`src/rtl/aes_stream_packer.sv`:
```
// Packs four 32-bit stream words into one 128-bit AES state block and offers it over valid/ready.
// Optional macro AES_PACKER_BYTE_SWAP_EN reverses each word's bytes (and strobes) before packing.
module aes_stream_packer #(
    parameter int unsigned NB_W = 16
) (
    input  logic            clk,
    input  logic            reset_n,
    input  logic            clear,
    input  logic            enable,
    input  logic            start,
    input  logic [NB_W-1:0] nblocks_i,
    input  logic            in_valid,
    output logic            in_ready,
    input  logic [31:0]     in_data,
    input  logic [3:0]      in_strb,
    output logic            out_valid,
    input  logic            out_ready,
    output logic [127:0]    out_data,
    output logic            busy_o,
    output logic            done_o,
    output logic [NB_W-1:0] blk_cnt_o
);

    typedef enum logic [1:0] {
        IDLE,
        FILL,
        HOLD,
        DONE
    } state_e;

    state_e          state_q, state_d;
    logic [1:0]      word_idx_q, word_idx_d;
    logic [NB_W-1:0] blk_cnt_q, blk_cnt_d;
    logic [NB_W-1:0] nblocks_q, nblocks_d;
    logic [127:0]    data_q, data_d;

    logic            in_fire;
    logic            out_fire;
    logic            job_start;
    logic            last_block;
    logic [NB_W-1:0] blk_cnt_inc;
    logic [31:0]     word_masked;
    logic [31:0]     word_packed;

    assign in_fire     = in_valid & in_ready;
    assign out_fire    = out_valid & out_ready;
    assign job_start   = (state_q == IDLE) & start & enable;
    assign blk_cnt_inc = blk_cnt_q + NB_W'(1);
    assign last_block  = (blk_cnt_inc == nblocks_q);

    assign word_masked = in_data & {{8{in_strb[3]}}, {8{in_strb[2]}},
                                    {8{in_strb[1]}}, {8{in_strb[0]}}};

`ifdef AES_PACKER_BYTE_SWAP_EN
    assign word_packed = {word_masked[7:0], word_masked[15:8],
                          word_masked[23:16], word_masked[31:24]};
`else
    assign word_packed = word_masked;
`endif

    // State register
    always_ff @(posedge clk or negedge reset_n) begin
        if (!reset_n) begin
            state_q <= IDLE;
        end else if (clear) begin
            state_q <= IDLE;
        end else begin
            state_q <= state_d;
        end
    end

    // Next-state logic; HOLD handshakes and the DONE pulse proceed even while frozen
    always_comb begin
        state_d = state_q;
        case (state_q)
            IDLE: begin
                if (job_start) begin
                    state_d = (nblocks_i == '0) ? DONE : FILL;
                end
            end
            FILL: begin
                if (in_fire && (word_idx_q == 2'd3)) begin
                    state_d = HOLD;
                end
            end
            HOLD: begin
                if (out_fire) begin
                    state_d = last_block ? DONE : FILL;
                end
            end
            DONE:    state_d = IDLE;
            default: state_d = IDLE;
        endcase
    end

    // Output decode
    always_comb begin
        in_ready  = 1'b0;
        out_valid = 1'b0;
        busy_o    = 1'b0;
        done_o    = 1'b0;
        case (state_q)
            FILL: begin
                in_ready = enable;
                busy_o   = 1'b1;
            end
            HOLD: begin
                out_valid = 1'b1;
                busy_o    = 1'b1;
            end
            DONE:    done_o = 1'b1;
            default: ;
        endcase
    end

    // Datapath next-state
    always_comb begin
        word_idx_d = word_idx_q;
        blk_cnt_d  = blk_cnt_q;
        nblocks_d  = nblocks_q;
        data_d     = data_q;
        case (state_q)
            IDLE: begin
                if (job_start) begin
                    nblocks_d  = nblocks_i;
                    blk_cnt_d  = '0;
                    word_idx_d = '0;
                end
            end
            FILL: begin
                if (in_fire) begin
                    case (word_idx_q)
                        2'd0:    data_d[127:96] = word_packed;
                        2'd1:    data_d[95:64]  = word_packed;
                        2'd2:    data_d[63:32]  = word_packed;
                        default: data_d[31:0]   = word_packed;
                    endcase
                    word_idx_d = word_idx_q + 2'd1;
                end
            end
            HOLD: begin
                if (out_fire) begin
                    blk_cnt_d = blk_cnt_inc;
                    if (!last_block) begin
                        data_d = '0;
                    end
                end
            end
            default: ;
        endcase
    end

    always_ff @(posedge clk or negedge reset_n) begin
        if (!reset_n) begin
            word_idx_q <= '0;
            blk_cnt_q  <= '0;
            nblocks_q  <= '0;
            data_q     <= '0;
        end else if (clear) begin
            word_idx_q <= '0;
            blk_cnt_q  <= '0;
            nblocks_q  <= '0;
            data_q     <= '0;
        end else begin
            word_idx_q <= word_idx_d;
            blk_cnt_q  <= blk_cnt_d;
            nblocks_q  <= nblocks_d;
            data_q     <= data_d;
        end
    end

    assign out_data  = data_q;
    assign blk_cnt_o = blk_cnt_q;

endmodule

```
`config.mk`:
```
export PLATFORM = sky130hd
export DESIGN_NAME = aes_stream_packer
export DESIGN_NICKNAME = d
export VERILOG_FILES = /design/src/rtl/aes_stream_packer.sv
export SDC_FILE = /design/constraint.sdc
export NUM_CORES = 1
export LEC_CHECK = 0
export ABC_AREA = 1
export BUFFER_PORTS_ARGS = -buffer_cell sky130_fd_sc_hd__buf_2
export CAP_MARGIN = 20
export CORE_MARGIN = 2
export CORE_UTILIZATION = 30
export CTS_CLUSTER_DIAMETER = 100
export DETAILED_ROUTE_END_ITERATION = 8
export PLACE_DENSITY = 0.6
export SKIP_LAST_GASP = 1
export SYNTH_ARGS = -nofsm -noshare
export SYNTH_HDL_FRONTEND = slang
export SYNTH_SLANG_ARGS = --single-unit
```
`constraint.sdc`:
```
create_clock -name clk -period 2.5 [get_ports clk]
set_clock_uncertainty 0.2 [all_clocks]
set_input_delay 0.25 -clock clk [delete_from_list [all_inputs] [get_ports clk]]
set_output_delay 0.25 -clock clk [all_outputs]
set_load 0.005 [all_outputs]
```
==> flow_summary.json <==
{
  "status": "finished with violations",
  "violations": "setup timing",
  "fin_util": 0.4243,
  "cp_common_cell": "nand2_1",
  "drive_gt1_frac": 0.2871,
  "grt_pass1_vias": 7093,
  "globalplace.congestion": 0.8749,
  "synth_top_area_frac": 0.5209,
  "antenna_left": 0,
  "min_period_ns": 2.595,
  "synthDistinctLibCells": 26,
  "critPathLaunchType": "flip-flop",
  "htree_levels": 4,
  "crit_type": "reg2reg",
  "grt_pass1_wl_microns": 40200,
  "required_ns": 2.62,
  "io_buffers": 206,
  "io_pins": 207,
  "synth_edf_count": 0,
  "hold_ws_ns": 0.01162,
  "placementRows": 59,
  "fmax_ghz": 0.3853,
  "final_cells": 1576,
  "yosys.area.top_type": "dfrtp_1",
  "finalWorstSetupSlack_ns": -0.09540,
  "drtIter0Drc": 735,
  "syn_area_sq_um": 7879,
  "via_per_inst": 4.960,
  "vias": 7817,
  "dr.pass1.iters": 5,
  "dp_cells": 1503,
  "ys_ff_latch": 164,
  "comb_power_share": 0.390,
  "finalSetupViolations": 120,
  "cts_buffers": 17,
  "clockBufferDepth": 2,
  "ys_top_cells_by_area": "dfrtp_1 (52%), nand2_1 (16%), nand4_1 (11%)",
  "drt-total-wl_microns": 28100,
  "grt_use_met2": 0.2890,
  "busiest_layer": "met2",
  "clkSinkCount": 164,
  "slew_violations": 0,
  "grt_max_degree": 70,
  "p_sw_mw": 4.095,
  "max_slew_margin": 0.5716,
  "syn_to_final_growth_pct": 39.53,
  "irDropWorstVdd_v": 0.0005188,
  "synth_nets": 1036,
  "cp_top_family": "simple AND/OR/NAND/NOR gates",
  "pre_cts_ws_ns": -0.006430,
  "met3_usage": 0.04123,
  "swShare": 0.3820,
  "p_seq_frac": 0.341,
  "ys_warn_count": 0,
  "num-fill-cells": 2588,
  "route.detailed.drc": 0,
  "maxCapViolations": 0,
  "hold_viol_final": 0,
  "rsz0062_at_grt": "yes",
  "slowest_delay_ns": 0.40,
  "async_reset_ff_frac": 1.000,
  "fin_crit_sh": 1.038,
  "cp-end-kind": "flip-flop",
  "dp_hpwl_microns": 18030,
  "globalRouteMet1Util": 0.2524,
  "powerDensity_nw_per_um2": 975.3,
  "dieArea_sq_um": 27570,
  "most-common-layout-cells": "nand2_1 (327), buf_2 (205), dfrtp_1 (163)",
  "antenna_found_initial": 2,
  "final_nets": 1296,
  "power.total_mw": 10.72,
  "synthCells": 967,
  "start_util": 0.3041,
  "critical_path.cell_chain": "buf_6 > nand2_1 > nor2_4 > buf_4 > nand4_1 > nand3_1 > nand2_1 > nor2_1 > nand2_1 > nor2_4 > buf_12 > nand2_8 > clkbuf_16 > nand4_1 > nand2_1",
  "internal-power_mw": 6.626,
  "yosysSeqAreaShare": 0.5209,
  "power_frac_clock": 0.269,
  "chipHeight_microns": 166.1,
  "crit_path_top_delay_cell": "dfrtp_1",
  "grt-ovfl-total": 0,
  "clock_latency_ns": 0.43,
  "wl_per_cell_microns": 17.83,
  "clk_pin_slew_worst_paths_ns": 0.07,
  "die_x_microns": 166.1,
  "syn_area_per_cell_sq_um": 8.148,
  "cp.arrival_ns": 2.71,
  "crit_fanout": 25,
  "layout_commonest_cell": "nand2_1",
  "core_sq_um": 25910,
  "cts_tree": "yes",
  "yosys_most_used_dff": "dfrtp_1",
  "p_leak_nw": 6.162,
  "worst_pin_slew_ns": 0.6419,
  "ctsRootBufferMaster": "clkbuf_16",
  "track_usage": 0.1841,
  "hp-class": "in2reg",
  "path_buf_inv": 4
}
[cell usage after synthesis (3+ instances only)]
| cell | count |
|---|---|
| a21oi_1 | 3 |
| buf_2 | 11 |
| buf_4 | 3 |
| buf_6 | 12 |
| clkbuf_1 | 31 |
| dfrtp_1 | 164 |
| ha_1 | 10 |
| inv_1 | 87 |
| nand2_1 | 339 |
| nand3_1 | 42 |
| nand3_2 | 4 |
| nand4_1 | 140 |
| nor2_1 | 63 |
| nor2_2 | 6 |
| o21ai_0 | 19 |
| o22ai_1 | 22 |
[path summary, 6_finish.rpt]
check	from	end	slack, ns	depth (start not counted)
hold / removal	in_data[11]	out_data[107]	0.01	5
setup / recovery	blk_cnt_o[0]	out_data[34]	-0.1	15
max in group asynchronous	reset_n	out_data[23]	1.22	3
min in group asynchronous	reset_n	nblocks_q[14]	0.17	2
setup reg to reg	blk_cnt_o[0]	out_data[34]	-0.1	15
hold reg to reg	out_data[126]	out_data[126]	0.26	2
[worst reg2reg max path: cells and delay by family, from the launching register on]
kind / cells / cell delay (ns)
DFF: 1 / 0.40
and+or+nand+nor: 11 / 1.26
buffers and inverters: 4 / 0.63
[area by class of cell]
type	instances	area [sq um]	share of cell area
Multi-Input combinational cell	660	3328	0.3028
Antenna cell	1	2.502	0.0002276
Timing Repair Buffer	297	2172	0.1976
Inverter	87	326.6	0.02971
Clock buffer	19	452.9	0.04120
Tap cell	335	419.2	0.03813
Clock inverter	13	186.4	0.01696
Sequential cell	164	4105	0.3734
[per-stage QoR]
step,cell area (sq um),setup TNS (ns)
CTS,10390,0
floorplan,7879,0
finish,10990,-6.194
global route,10990,-19.63
global placement,9568,0
detailed placement,9568,-0.02813
[kinds of logic (layout without fill, tap and decap cells)]
kind of cell / after synthesis / in the layout / share of synthesized area
compound gates: 47 / 47 / 0.03398
xor+xnor: 1 / 1 / 0.001112
fa+ha+maj: 10 / 10 / 0.01588
buf+inv: 145 / 416 / 0.08369
flops: 164 / 164 / 0.5209
other cells: 0 / 1 / 0
simple gates: 600 / 602 / 0.3445
[registers in the layout, indices dropped and copies added (netlist names)]
| name | cells |
|---|---|
| out_data | 128 |
| blk_cnt_o | 16 |
| nblocks_q | 16 |
| state_q | 2 |
| word_idx_q | 2 |
[routing by layer]
layer | wire (microns) | vias to the layer above
met5 | 11 | -
met4 | 831 | 2
met3 | 1857 | 52
met2 | 13020 | 274
met1 | 12370 | 3743
li1 | - | 3746
[power by group through the flow]
stage          clock, mW  sequential [mW]  combinational, mW
2_1_floorplan          0             3.70               1.66
3_3_place_gp           0             3.68               3.45
3_5_place_dp           0             3.69               3.49
4_1_cts             2.92             3.65               3.52
5_1_grt             3.03             3.73               4.54
6_report            2.88             3.66               4.18
[what timing repair did]
action,in CTS,in global routing
setup buffers,0,6
endpoints found under the setup margin,58,129
cloned,0,16
pin swaps,0,16
resized for setup,1,51
endpoints found under the hold margin,72,0
hold buffers,18,0
(Power assumes the default switching activity.)
